[src/rtl/w5300_pkg.sv]
// Shared W5300 definitions: control-word fields, bus FSM states, register
// addresses used by the UDP controller, and a cycle-count helper.
package w5300_pkg;

  // caddr field positions
  localparam int CADDR_VALID_N  = 11;
  localparam int CADDR_RD       = 10;
  localparam int CADDR_ADDR_MSB = 9;

  // A few W5300 direct-mode register byte addresses
  localparam logic [9:0] REG_MR   = 10'h000;
  localparam logic [9:0] REG_IR   = 10'h002;
  localparam logic [9:0] REG_IMR  = 10'h004;
  localparam logic [9:0] REG_SHAR = 10'h008;
  localparam logic [9:0] REG_IDR  = 10'h0FE;
  localparam logic [9:0] REG_S0   = 10'h200;

  typedef enum logic [2:0] {
    ST_RST_LOW,
    ST_PLL_WAIT,
    ST_PWR_DONE,
    ST_IDLE,
    ST_SETUP,
    ST_STROBE,
    ST_HOLD,
    ST_DONE
  } bus_state_t;

  // Clock cycles covering ns at mhz, rounded up, never below one
  function automatic int ns_to_cycles(input int ns, input int mhz);
    int c;
    c = (ns * mhz + 999) / 1000;
    return (c < 1) ? 1 : c;
  endfunction

endpackage

[src/rtl/w5300_parallel_bus.sv]
// W5300 16-bit direct-address bus engine: hardware reset / PLL-lock wait,
// then one timed register read or write per request on caddr.
module w5300_parallel_bus
  import w5300_pkg::*;
#(
  parameter int CLK_FREQ    = 100,
  parameter int T_SETUP_NS  = 10,
  parameter int T_STROBE_NS = 70,
  parameter int T_HOLD_NS   = 10,
  parameter int RST_LOW_US  = 2,
  parameter int PLL_LOCK_US = 10000
) (
  input  logic        clk,
  input  logic        rst_n,
  input  logic [11:0] caddr,
  input  logic [15:0] wr_data,
  output logic [15:0] rd_data,
  output logic        op_status,
  output logic        w_rst_n,
  output logic [9:0]  w_addr,
  output logic        w_cs_n,
  output logic        w_rd_n,
  output logic        w_wr_n,
  input  logic [15:0] w_data_i,
  output logic [15:0] w_data_o,
  output logic        w_data_oe
);

  localparam int N_SETUP  = ns_to_cycles(T_SETUP_NS, CLK_FREQ);
  localparam int N_STROBE = ns_to_cycles(T_STROBE_NS, CLK_FREQ);
  localparam int N_HOLD   = ns_to_cycles(T_HOLD_NS, CLK_FREQ);
  localparam int N_RST    = RST_LOW_US * CLK_FREQ;
  localparam int N_PLL    = PLL_LOCK_US * CLK_FREQ;

  localparam int MAX_A   = (N_RST > N_PLL) ? N_RST : N_PLL;
  localparam int MAX_B   = (N_SETUP > N_STROBE) ? N_SETUP : N_STROBE;
  localparam int MAX_C   = (MAX_B > N_HOLD) ? MAX_B : N_HOLD;
  localparam int MAX_CNT = (MAX_A > MAX_C) ? MAX_A : MAX_C;
  localparam int CW      = $clog2(MAX_CNT) + 1;

  // Counter reload: a phase of n cycles counts n-1 down to 0
  function automatic logic [CW-1:0] ld(input int n);
    return CW'(n - 1);
  endfunction

  bus_state_t    state;
  logic [CW-1:0] cnt;
  logic          is_rd;
  logic          cnt_zero;

  assign cnt_zero = (cnt == '0);

  // Bus FSM: every pin is a register; async reset drops all strobes at once
  always_ff @(posedge clk or negedge rst_n) begin
    if (!rst_n) begin
      state     <= ST_RST_LOW;
      cnt       <= ld(N_RST);
      is_rd     <= 1'b0;
      w_rst_n   <= 1'b0;
      w_cs_n    <= 1'b1;
      w_rd_n    <= 1'b1;
      w_wr_n    <= 1'b1;
      w_data_oe <= 1'b0;
      w_addr    <= '0;
      w_data_o  <= '0;
      rd_data   <= '0;
      op_status <= 1'b0;
    end else begin
      op_status <= 1'b0;
      case (state)
        ST_RST_LOW: begin
          if (cnt_zero) begin
            w_rst_n <= 1'b1;
            cnt     <= ld(N_PLL);
            state   <= ST_PLL_WAIT;
          end else cnt <= cnt - 1'b1;
        end
        ST_PLL_WAIT: begin
          if (cnt_zero) begin
            op_status <= 1'b1;
            state     <= ST_PWR_DONE;
          end else cnt <= cnt - 1'b1;
        end
        ST_PWR_DONE: state <= ST_IDLE;
        ST_IDLE: begin
          if (!caddr[CADDR_VALID_N]) begin
            is_rd  <= caddr[CADDR_RD];
            w_addr <= caddr[CADDR_ADDR_MSB:0];
            w_cs_n <= 1'b0;
            if (!caddr[CADDR_RD]) begin
              w_data_o  <= wr_data;
              w_data_oe <= 1'b1;
            end
            cnt   <= ld(N_SETUP);
            state <= ST_SETUP;
          end
        end
        ST_SETUP: begin
          if (cnt_zero) begin
            if (is_rd) w_rd_n <= 1'b0;
            else       w_wr_n <= 1'b0;
            cnt   <= ld(N_STROBE);
            state <= ST_STROBE;
          end else cnt <= cnt - 1'b1;
        end
        ST_STROBE: begin
          if (cnt_zero) begin
            w_rd_n <= 1'b1;
            w_wr_n <= 1'b1;
            if (is_rd) rd_data <= w_data_i;
            cnt   <= ld(N_HOLD);
            state <= ST_HOLD;
          end else cnt <= cnt - 1'b1;
        end
        ST_HOLD: begin
          if (cnt_zero) begin
            w_cs_n    <= 1'b1;
            w_data_oe <= 1'b0;
            op_status <= 1'b1;
            state     <= ST_DONE;
          end else cnt <= cnt - 1'b1;
        end
        ST_DONE: state <= ST_IDLE;
        default: state <= ST_RST_LOW;
      endcase
    end
  end

endmodule

[config.mk]
export PLATFORM = sky130hd
export DESIGN_NAME = w5300_parallel_bus
export DESIGN_NICKNAME = d
export VERILOG_FILES = /design/src/rtl/w5300_pkg.sv /design/src/rtl/w5300_parallel_bus.sv
export SDC_FILE = /design/constraint.sdc
export NUM_CORES = 1
export LEC_CHECK = 0
export ABC_CLOCK_PERIOD_IN_PS = 2600
export CELL_PAD_IN_SITES_DETAIL_PLACEMENT = 0
export CELL_PAD_IN_SITES_GLOBAL_PLACEMENT = 1
export CORE_ASPECT_RATIO = 0.9
export CORE_UTILIZATION = 36
export CTS_CLUSTER_SIZE = 30
export DETAILED_ROUTE_END_ITERATION = 7
export HOLD_SLACK_MARGIN = 0.02
export PLACE_DENSITY_LB_ADDON = 0.1
export SLEW_MARGIN = 20
export SYNTH_ARGS = -nofsm -noshare
export SYNTH_HDL_FRONTEND = slang
export SYNTH_SLANG_ARGS = --single-unit
[constraint.sdc]
create_clock -name clk -period 2.6 [get_ports clk]
set_input_delay 0.39 -clock clk [delete_from_list [all_inputs] [get_ports clk]]
set_output_delay 0.39 -clock clk [all_outputs]
set_load 0.02 [all_outputs]
==> results.ini, run 1 <==
[power_and_ir_drop]
power.combinational.fraction=0.082
ir_drop_uv=284
seq_power_share=0.542
p_leak_nw=2.05
power-per-cell-area_nw_per_um2=467
share_clk_of_total_power=0.376
netSwitchingPower_uw=501
switching_share=0.233
internal_power_mw=1.65

[sta]
worst_slew_margin_rel=0.385
finClkSkew_ps=5.09
period_share=0.930
setup_tns_ps=0
holdWs_ps=189
rsz0062_at_grt=no
timing.final.crit_period_ps=2420
timing.final.max_slew_violations=0
fmax_ghz=0.414
setup_viol_count_final=0
finalHoldViolCount=0
worst-slew-pin-transition_ps=923

[setup_path]
regToRegEndpoint=cnt[18]
r2r_setup_slack_ps=180
regToRegStartpoint=cnt[0]
critPathLaunchType=flip-flop
worst-endpoint-required_ps=2830
worst_ep_arrival_time_ps=2650
worstSetupEndpointType=flip-flop
rr_worst_depth=9
cp_max_fo=10
crit_type=reg -> reg

[final_layout]
final_nets=454
register_area_um2=1840
final-instance-count-excl-fill=531
fillerInstances=788
area_delta_synth_final_pct=40.4
final_area_um2=4600
proportion_of_layout_cells_with_a_drive_suffix_above_1=0.201
combined_area_of_the_multi_input_logic_cells_um2=1360
diodes=0

[logic_synthesis]
synth_top_flop_cell=dfrtp_1
synthDistinctLibCells=48
synth.yosys.seq_area_share=0.560
share_of_flip_flops_with_an_asynchronous_set_or_reset_after_synthesis=1.00
synth.area.top_cells=dfrtp_1 50%, mux2_2 11%, dfstp_2 6.4%
synth_cells=301
synthDominantAreaCellType=dfrtp_1
syn-num-nets=348
synth_top_cells_by_count=65 x dfrtp_1, 49 x nand2_1, 32 x mux2_2
synth_warnings=0
synth_area_um2=3280
synth_most_common_cell=dfrtp_1
avg_inst_size_synth_um2=10.9
synth-edff-count=0
synth_top_area_frac=0.496
yosys_register_bits=73

[drt]
number_of_violations_reported_at_the_end_of_detailed_routing_iteration_0=78
drc=0
drt-vias-per-instance=4.93
route.final.wire_length_um=7680
detail_route.first_pass.iterations=4
average_wire_length_per_cell_after_detail_routing_um=14.5
remaining_number_of_nets_flagged_by_the_antenna_check_after_routing=0
routed-via-count=2616

[clocking]
tritoncts=yes
number_of_buffers_added_by_the_clock_tree_synthesis_step=9
max_clock_buf_depth=2
cts.repair.resized=0
cts_num_sinks=73
clk_pin_slew_ps=80
postCtsSetupBuffers=0
postCtsHoldBufs=0
clk-insertion-delay-late_ps=340
cts_root_buffer=clkbuf_8
cts.htree.levels=3

[placement]
globalplace.congestion=0.747
placed_cells_incl_taps=515
post_dp_cell_area_um2=4420
hpwl_um=5380
io_buffers=93

[global_route]
gr-usage-met1=0.237
initial_antenna_violation_count=0
grt_pass1_vias=2554
met2_usage=0.260
grt_overflow_total=0
global_route_wire_length_before_repair_um=12500
global_route.usage.met3=0.0445
largest_net_degree_at_the_start_of_global_routing=74
globalRoute.busiestLayer=met2
grt.total_usage=0.172

[die]
rows=32
starting_density_of_the_core=0.377
die_w_um=103
io_pins=94
die_footprint_um2=9490
floorplan.core_area_um2=8690
die-height_um=92.5

[run]
number_of_max_cap_violations=0

[min_path]
holdCritPathClass=in -> async

[status]
run_status=completed

## metal layers
metal / vias to the layer above / share of wire
li1: 1278 / -
met1: 1248 / 0.48
met2: 80 / 0.44
met3: 10 / 0.062
met4: 0 / 0.016
met5: - / 0
## power by group through the flow
stage	registers [mW]	clock network, mW	logic (mW)
2_1_floorplan	1.21	0	0.0208
3_3_place_gp	1.19	0	0.179
3_5_place_dp	1.19	0	0.179
4_1_cts	1.17	0.848	0.180
5_1_grt	1.17	0.889	0.190
6_report	1.17	0.810	0.176
## worst max path at each step
| stage | start | to | slack [ps] | cells past startpoint |
|---|---|---|---|---|
| after floorplan | cnt[0] | rd_data[0] | 180 | 11 |
| after global placement | cnt[0] | cnt[14] | 150 | 9 |
| after detailed placement | cnt[0] | cnt[14] | 130 | 9 |
| after CTS | cnt[0] | cnt[14] | 120 | 9 |
| after global routing | cnt[0] | cnt[18] | 60 | 9 |
| final | cnt[0] | cnt[18] | 180 | 9 |
## area by class of cell
cell class / count / area share
tap: 119 / 0.0324
timing repair buffer: 109 / 0.231
inverter: 5 / 0.00408
clock inverter: 5 / 0.00653
multi-input combinational: 209 / 0.294
clock buffer: 11 / 0.0329
sequential: 73 / 0.399
## kinds of logic (layout without fill, tap and decap cells)
kind of cell    count (synthesis)  after routing  share of synthesized area
flops                          73             73                      0.560
simple gates                  109            109                      0.165
mux                            35             35                      0.119
compound gates                 62             62                      0.120
fa+ha+maj                       1              1                    0.00382
xor+xnor                        2              2                    0.00534
buf+inv                        19            130                     0.0263
## sequential cells by signal (all words and copies together) (netlist names)
name       count
w_addr        10
cnt           21
w_data_oe      1
w_rst_n        1
w_cs_n         1
state          3
w_rd_n         1
is_rd          1
rd_data       16
w_data_o      16
w_wr_n         1
op_status      1
## worst max-delay path: stages (launching register included)
cell and delay (ps):
dfstp_2 390, inv_1 60, ha_1 180, nor4b_2 240
nand2_1 160, buf_4 200, o21ai_0 290, o21a_1 330
o21ai_0 140, a211o_1 310
## placed cells by master (no fill, tap or decap), types with 2 or more instances in the layout
cell,count
a211o_1,2
a21o_1,6
a21oi_1,10
a22o_1,3
a31oi_1,6
a32o_1,2
and3_1,2
buf_4,16
clkbuf_8,11
clkdlybuf4s50_1,92
clkinv_2,3
clkinvlp_4,2
dfrtp_1,65
dfstp_2,8
inv_1,5
mux2_2,32
mux2i_1,3
nand2_1,49
nand2b_1,2
nor2_1,19
nor3_1,13
nor4_1,4
o21a_1,2
o21ai_0,19
o21ai_1,2
o22ai_1,2
o31ai_1,3
or2_2,2
or3_1,4
or3_4,2
xnor2_1,2
## through the flow
step / setup WS, ps / power, mW / utilization
floorplan: 181 / 1.23 / -
global placement: 148 / 1.36 / 0.509
detailed placement: 134 / 1.37 / 0.509
CTS: 122 / 2.19 / 0.530
global route: 60.8 / 2.25 / 0.530
finish: 182 / 2.15 / 0.530
Note: power is estimated with default switching activity, not from simulation.
==> inputs of run 2 (changes only) <==
--- a/config.mk
+++ b/config.mk
@@ -5,7 +5,7 @@
 export SDC_FILE = /design/constraint.sdc
 export NUM_CORES = 1
 export LEC_CHECK = 0
-export ABC_CLOCK_PERIOD_IN_PS = 2600
+export ABC_CLOCK_PERIOD_IN_PS = 2300
 export CELL_PAD_IN_SITES_DETAIL_PLACEMENT = 0
 export CELL_PAD_IN_SITES_GLOBAL_PLACEMENT = 1
 export CORE_ASPECT_RATIO = 0.9
==> constraint.sdc (replaced) <==
create_clock -name clk -period 2.3 [get_ports clk]
set_input_delay 0.345 -clock clk [delete_from_list [all_inputs] [get_ports clk]]
set_output_delay 0.345 -clock clk [all_outputs]
set_load 0.02 [all_outputs]
==> results.ini, run 2 (same netlist as run 1, synthesis figures left out) <==
[setup_path]
worst-endpoint-required_ps=2540
rr_worst_depth=7
crit_type=reg -> reg
regToRegStartpoint=cnt[19]
critPathLaunch=cnt[19]
cp_max_fo=8
worstSetupEndpointType=flip-flop
r2r_setup_slack_ps=50
regToRegEndpoint=rd_data[2]
worst_ep_arrival_time_ps=2480
critPathLaunchType=flip-flop

[die]
die-height_um=92.5
floorplan.core_area_um2=8690
starting_density_of_the_core=0.377
die_w_um=103
io_pins=94
rows=32
die_footprint_um2=9490

[drt]
remaining_number_of_nets_flagged_by_the_antenna_check_after_routing=0
wl_met2_um=3920
drt-vias-per-instance=4.97
number_of_violations_reported_at_the_end_of_detailed_routing_iteration_0=96
route.final.wire_length_um=8220
met3RoutedLength_um=569
drc=0
top_routing_layer_in_use=met4
detail_route.first_pass.iterations=4
routed-via-count=2777
detail_route.wirelength.met1_um=3640
average_wire_length_per_cell_after_detail_routing_um=14.7

[sta]
worst-slew-pin-transition_ps=894
period_share=0.977
timing.final.max_slew_violations=0
fmax_ghz=0.445
holdWs_ps=120
setup_tns_ps=0
finClkSkew_ps=10.4
timing.final.crit_period_ps=2250
rsz0062_at_grt=yes
finalHoldViolCount=0
worst_slew_margin_rel=0.404
setup_viol_count_final=0

[global_route]
largest_net_degree_at_the_start_of_global_routing=72
grt_pass1_vias=2799
initial_antenna_violation_count=0
global_route_wire_length_before_repair_um=13300
grt.total_usage=0.183
grt_overflow_total=0

[final_layout]
largest_register_ff_count=21
final_core_util=0.573
final-instance-count-excl-fill=559
register_area_um2=1840
mostFrequentLayoutCell=clkdlybuf4s50_1
combined_area_of_the_multi_input_logic_cells_um2=1470
final_cell_mix=92 x clkdlybuf4s50_1, 65 x dfrtp_1, 47 x nand2_1
largest_register=cnt
largestRegisters=cnt: 21 flops, rd_data: 16 flops, w_data_o: 16 flops
proportion_of_layout_cells_with_a_drive_suffix_above_1=0.280
diodes=0
final_area_um2=4980
area_delta_synth_final_pct=52.0
fillerInstances=792
final_nets=482

[placement]
globalplace.congestion=0.831
hpwl_um=5870
io_buffers=93
placed_cells_incl_taps=541
post_dp_cell_area_um2=4680

[power_and_ir_drop]
ir_drop_uv=273
p_leak_nw=2.24
power-per-cell-area_nw_per_um2=527

[clocking]
postCtsHoldBufs=0
tritoncts=yes
cts_num_sinks=73
max_clock_buf_depth=2
cts.htree.levels=3
number_of_buffers_added_by_the_clock_tree_synthesis_step=9
cts_root_buffer=clkbuf_8
clk_pin_slew_ps=80
clk-insertion-delay-late_ps=350

[min_path]
holdCritPathClass=in -> async

[status]
run_status=completed

[run]
number_of_max_cap_violations=0

-- run 2: changes by cell type in the layout (fill, tap and decap cells not counted), moves of 2 or more --
cell	before	now
inv_2	0	2
nor4_1	4	2
nand2_1	49	47
mux2_2	32	21
clkinvlp_4	2	0
buf_4	16	42
mux2_4	0	11
nand2_2	0	2
bufinv_16	0	2
inv_1	5	3
-- run 2: worst max-delay path by stage --
| stage | endpoint | slack (ps) | cells past startpoint |
|---|---|---|---|
| floorplan | rd_data[0] | -40 | 9 |
| detailed placement | cnt[19] | -50 | 6 |
| CTS | rd_data[13] | 4 | 8 |
| global placement | cnt[18] | -40 | 8 |
| finish | rd_data[2] | 50 | 7 |
| global route | rd_data[9] | -40 | 7 |
-- run 2: repair_timing --
| item | CTS | global route |
|---|---|---|
| endpoints found under the setup margin | 15 | 28 |
| endpoints found under the hold margin | 0 | 0 |
| pin swaps | 0 | 4 |
| buffers inserted | 0 | 1 |
| resized for setup | 4 | 9 |
| cloned | 0 | 1 |
-- run 2: through the flow --
stage          power [mW]  worst slack (ps)
2_1_floorplan        1.39             -39.8
3_3_place_gp         1.54             -45.0
3_5_place_dp         1.55             -49.4
4_1_cts              2.67              4.05
5_1_grt              2.73             -37.5
6_report             2.62              52.9
-- run 2: layer usage --
layer / up-vias / track usage
met3: 7 / 0.0551
met4: 0 / 0.0702
met1: 1351 / 0.230
li1: 1339 / -
met5: - / 0
met2: 80 / 0.293
-- run 2: final cells by class --
class,instances,share of cell area
clock buffers,11,0.0284
clock inverters,5,0.0158
inverters,5,0.00377
multi-input cells,209,0.294
flip-flops and latches,73,0.369
well taps,119,0.0299
repair buffers,137,0.259
-- run 2: critical path, stage by stage (launching register included) --
cell and delay [ps]:
dfrtp_1 390, nor4_1 370, nand4_1 200, or2_4 310, nor3_4 170, and3_4 230
clkbuf_16 170, mux2_4 300
-- run 2: power breakdown --
group          leakage (nW)  switching [mW]  internal [mW]
Combinational          1.19          0.0836          0.117
Sequential            0.938          0.0134           1.31
Clock                 0.113           0.466          0.639
Total                  2.24           0.563           2.06
==> inputs of run 3 (changes only) <==
--- a/config.mk
+++ b/config.mk
@@ -9,6 +9,7 @@
 export CELL_PAD_IN_SITES_DETAIL_PLACEMENT = 0
 export CELL_PAD_IN_SITES_GLOBAL_PLACEMENT = 1
 export CORE_ASPECT_RATIO = 0.9
+export CORE_MARGIN = 4
 export CORE_UTILIZATION = 36
 export CTS_CLUSTER_SIZE = 30
 export DETAILED_ROUTE_END_ITERATION = 7
==> results.ini, run 3 (same netlist as run 1, synthesis figures left out) <==
[clocking]
cts_num_sinks=73
cts.htree.levels=3
tritoncts=yes
max_clock_buf_depth=2
clk_pin_slew_ps=80
number_of_buffers_added_by_the_clock_tree_synthesis_step=9
clk-insertion-delay-late_ps=350
cts_root_buffer=clkbuf_8

[power_and_ir_drop]
internal_power_mw=1.95
share_clk_of_total_power=0.403
power-per-cell-area_nw_per_um2=507
seq_power_share=0.518
report.power.total_mw=2.54
ir_drop_uv=415
switching_share=0.232
netSwitchingPower_uw=589
p_leak_nw=2.26
power.combinational.fraction=0.079

[sta]
worst-slew-pin-transition_ps=925
timing.final.ws_setup_ps=52.2
finClkSkew_ps=7.20
worst_slew_margin_rel=0.384
timing.final.max_slew_violations=0
setup_viol_count_final=0
fmax_ghz=0.445
rsz0062_at_grt=yes
timing.final.crit_period_ps=2250
finalHoldViolCount=0
period_share=0.977
setup_tns_ps=0

[setup_path]
regToRegStartpoint=cnt[0]
worst-endpoint-required_ps=2540
cp_max_fo=8
critPathLaunchType=flip-flop
critPathLaunch=cnt[0]
timing.critical_path.slowest_stage_cell=or4_4
worst_ep_arrival_time_ps=2480
cpPeakStageDelay_ps=530
crit_type=reg -> reg
worstSetupEndpointType=flip-flop
rr_worst_depth=6
worstPathCellList=or4_4 -> or3b_4 -> or3_4 -> nor2_2 -> o21ai_1 -> a211o_1

[global_route]
initial_antenna_violation_count=0
largest_net_degree_at_the_start_of_global_routing=74
global_route_wire_length_before_repair_um=13800
grt_overflow_total=0
grt.total_usage=0.165
grt_pass1_vias=2734

[drt]
detail_route.first_pass.iterations=5
routed-via-count=2736
route.final.wire_length_um=8580
number_of_violations_reported_at_the_end_of_detailed_routing_iteration_0=118
average_wire_length_per_cell_after_detail_routing_um=15.4
drt-vias-per-instance=4.89
remaining_number_of_nets_flagged_by_the_antenna_check_after_routing=0
drc=0

[die]
die_w_um=109
starting_density_of_the_core=0.376
die-height_um=98.5
die_footprint_um2=10700
floorplan.core_area_um2=8730
rows=32
io_pins=94

[placement]
globalplace.congestion=0.828
placed_cells_incl_taps=539
post_place_setup_slack_ps=-84.9
hpwl_um=6200
io_buffers=93

[final_layout]
largestRegisters=cnt: 21 flops, rd_data: 16 flops, w_data_o: 16 flops
mostFrequentLayoutCell=clkdlybuf4s50_1
final-instance-count-excl-fill=559
diodes=0
final_nets=482
largest_register_ff_count=21
largest_register=cnt
fillerInstances=802
area_delta_synth_final_pct=53.1
final_cell_mix=92 x clkdlybuf4s50_1, 65 x dfrtp_1, 48 x nand2_1
proportion_of_layout_cells_with_a_drive_suffix_above_1=0.282

[min_path]
holdCritPathClass=in -> async

[run]
number_of_max_cap_violations=0

[status]
run_status=completed

-- run 3: changes by cell type in the layout (fill, tap and decap cells not counted), sizes merged --
| cell | before | now |
|---|---|---|
| bufinv | 2 | 1 |
| clkbuf | 12 | 11 |
| clkinvlp | 0 | 1 |
| inv | 5 | 6 |
-- run 3: timing repair --
item                                    in CTS  in global routing
buffers inserted                             0                  3
gates cloned                                 0                  1
hold buffers                                 0                  0
endpoints found under the setup margin      20                 29
gates resized for setup                      5                 20
pin swaps                                    1                  6
-- run 3: cell type report --
cell class                 instances  area (um^2)  share of cell area
tap                              119          149              0.0297
multi-input combinational        209         1500               0.298
clock buffer                      10          138              0.0274
inverter                           5         21.3             0.00424
timing repair buffer             137         1310               0.262
clock inverter                     6         65.1              0.0130
sequential                        73         1840               0.366
-- run 3: path summary, 6_finish.rpt --
kind / slack [ps] / end
setup / recovery: 50 / cnt[19]
hold / removal: 110 / cnt[5]
setup reg to reg: 50 / cnt[19]
hold reg to reg: 470 / w_addr[6]
max in group asynchronous: 1510 / cnt[1]
min in group clk: 470 / w_addr[6]
-- run 3: routing by layer --
metal | wire length [um] | vias up | track usage
met3 | 588 | 11 | 0.0550
met4 | 114 | 0 | 0.0524
li1 | - | 1333 | -
met5 | 0 | - | 0
met1 | 3970 | 1324 | 0.224
met2 | 3910 | 68 | 0.247
-- run 3: through the flow --
stage          utilization  hold slack (ps)  instance area (um^2)
6_report             0.575              112                  5020
5_1_grt              0.575              202                  5020
4_1_cts              0.562              162                  4910
3_5_place_dp         0.536              462                  4680
3_3_place_gp         0.536              456                  4680
2_1_floorplan            -             49.4                  3360
-- run 3: power by group through the flow --
stage	combinational [mW]	clock, mW	sequential, mW
after detailed placement	0.203	0	1.34
after global routing	0.217	1.11	1.32
after CTS	0.204	1.06	1.32
after floorplan	0.0238	0	1.37
after global placement	0.203	0	1.34
final	0.200	1.03	1.32
-- run 3: critical path, delay by kind of cell, from the launching register on --
family          cells  cell delay, ps
simple gates        4            1430
compound gates      2             320
flops               1             380
==> edit: new RTL, settings of run 3 <==
`CLK_FREQ`: 100 -> 200.
--- a/src/rtl/w5300_parallel_bus.sv
+++ b/src/rtl/w5300_parallel_bus.sv
@@ -4,5 +4,5 @@
   import w5300_pkg::*;
 #(
-  parameter int CLK_FREQ    = 100,
+  parameter int CLK_FREQ    = 200,
   parameter int T_SETUP_NS  = 10,
   parameter int T_STROBE_NS = 70,
Behaviour: no difference found for any inputs over 10 cycles, from zero or initial values and one cycle with rst_n low; that may be too few to reach the edited logic, so the function may still have changed.
==> edit against run 3 <==
  * Count of clock-buffer cells in the layout unchanged
  * Global-route usage increased by 1.8 points
  * Hold slack improved by 0.35 ns
  * Utilization decreased by 1.2 points
  * Sequential cell count increased by 1
  * Setup slack improved by 0.023 ns
  * Area after synthesis increased by 12%
  * Wire length increased by 23%
  * First-iteration DRC count increased by 55%
  * Cell area increased by 10%
  * Critical path type unchanged
Power is not compared: it rests on default switching activity, and its combinational part moved more than twofold at a synthesized area within 25%.
==> edit: results (changes against run 3) <==
- Status: finished clean (unchanged)
- CP max-delay cell: dfstp_2 (was or4_4)
- Hold Crit Class: flip-flop to flip-flop (was primary input to asynchronous set/reset pin)
- Via count: 3,272 (was 2,736)
- CP delay by family, top: flip-flops (was simple AND/OR/NAND/NOR gates)
- R2R depth: 8 (was 6)
- Final setup violation count: 0 (unchanged)
- Final period util: 96.73% (was 97.73%)
- Vias in the first global route: 3,173 (was 2,734)
- Most frequent cells after synthesis: dfrtp_1, nand2_1, mux2_2 (unchanged)
- Largest net degree at the start of global routing: 34 (was 74)
- Layout Nets: 537 (was 482)
- Largest registers: cnt (22), rd_data (16), w_data_o (16) (was cnt (21), rd_data (16), w_data_o (16))
- Setup WS pre-CTS: 0.04591 ns (was -0.08486 ns)
- Detail Route Antenna Nets: 0 (unchanged)
- Post-DP HPWL: 7.991 mm (was 6.196 mm)
- Clock latency reported for the late side of the worst-skew pair: 0.33 ns (was 0.35 ns)
- DRT iter0 DRCs: 183 (was 118)
- Crit Reg-Reg Endpoint: cnt[4] (was cnt[19])
- First-pass GRT wire length: 17.06 mm (was 13.82 mm)
- Final WL: 10.58 mm (was 8.582 mm)
- Clock-pin slew on the worst setup and hold paths: 0.06 ns (was 0.08 ns)
- Sequential power: approximately 2.2 mW
- Synth area leaders: dfrtp_1, mux2_2, dfstp_2, nand2_1, mux2_4 (was dfrtp_1, mux2_2, dfstp_2, nand2_1, o21ai_0)
- Unique cell type count in the Yosys netlist: 59 (was 48)
- Gpl congestion: 0.8904 (was 0.8280)
- Root Driver: clkbuf_16 (was clkbuf_8)
- CP max stage delay: approximately 0.54 ns
- Final-layout fill cell count: 874 (was 802)
- Worst slew margin: 49.14% (was 38.36%)
- Sequential-to-total area share from yosys stat: 50.56% (was 56.03%)
- Fraction of layout cells with a size suffix above 1: 27.59% (was 28.18%)
- Inserted Clock Buffers: 9 (unchanged)
- R2r setup slk: 0.08 ns (was 0.05 ns)
- Final Skew: 0.005549 ns (was 0.007197 ns)
- Post-placement cell area: 5189 µm² (was 4678 µm²)
- Overall routing resource usage: 18.26% (was 16.45%)
- Syn_nets: 388 (was 348)
[edit: cell type report]
cell class / instances / area share (%)
clock buffer: 10 / 4.139
clock inverter: 5 / 1.018
inverter: 12 / 0.8143
multi-input combinational: 239 / 31.40
sequential: 74 / 33.68
tap: 126 / 2.850
timing repair buffer: 153 / 26.10
[edit: per-stage QoR]
step | cells | util [%]
after floorplan | 340 | -
after global placement | 602 | 52.80
after detailed placement | 602 | 52.80
after CTS | 618 | 55.81
after global routing | 619 | 56.29
final | 619 | 56.29
[edit: worst min path at each step]
stage | startpoint | endpoint | slack [ns] | cells past startpoint
floorplan | rst_n | cnt[10] | 0.05 | 0
global placement | rst_n | cnt[5] | 0.33 | 1
detailed placement | rst_n | cnt[5] | 0.34 | 1
CTS | w_rst_n | w_rst_n | 0.47 | 1
global route | w_rst_n | w_rst_n | 0.48 | 1
finish | w_rst_n | w_rst_n | 0.46 | 1
[edit: logic make-up (layout without fill, tap and decap cells)]
group                    Yosys count  in the layout  synth area share [%]
multiplexers                      34             34                 11.34
AND/OR/NAND/NOR                  132            132                 20.20
XOR/XNOR                           2              2                0.4755
buffers and inverters             27            180                 3.531
flip-flops                        74             74                 50.56
adder cells (fa/ha/maj)            2              2                0.6790
AO/OA/AOI/OAI                     69             69                 13.21
[edit: repair_timing]
| action | in CTS | in global routing |
|---|---|---|
| endpoints found under the hold margin | 27 | 0 |
| buffers inserted | 0 | 1 |
| resized for setup | 0 | 8 |
| endpoints found under the setup margin | 0 | 28 |
| hold buffers | 1 | 0 |
[edit: metal layers]
metal	part of all wire, %	wire (µm)	track usage (%)
met5	0	0	0
met4	0.89	94	4.665
met3	8.0	851	5.468
met2	45	4742	26.60
met1	46	4895	26.37
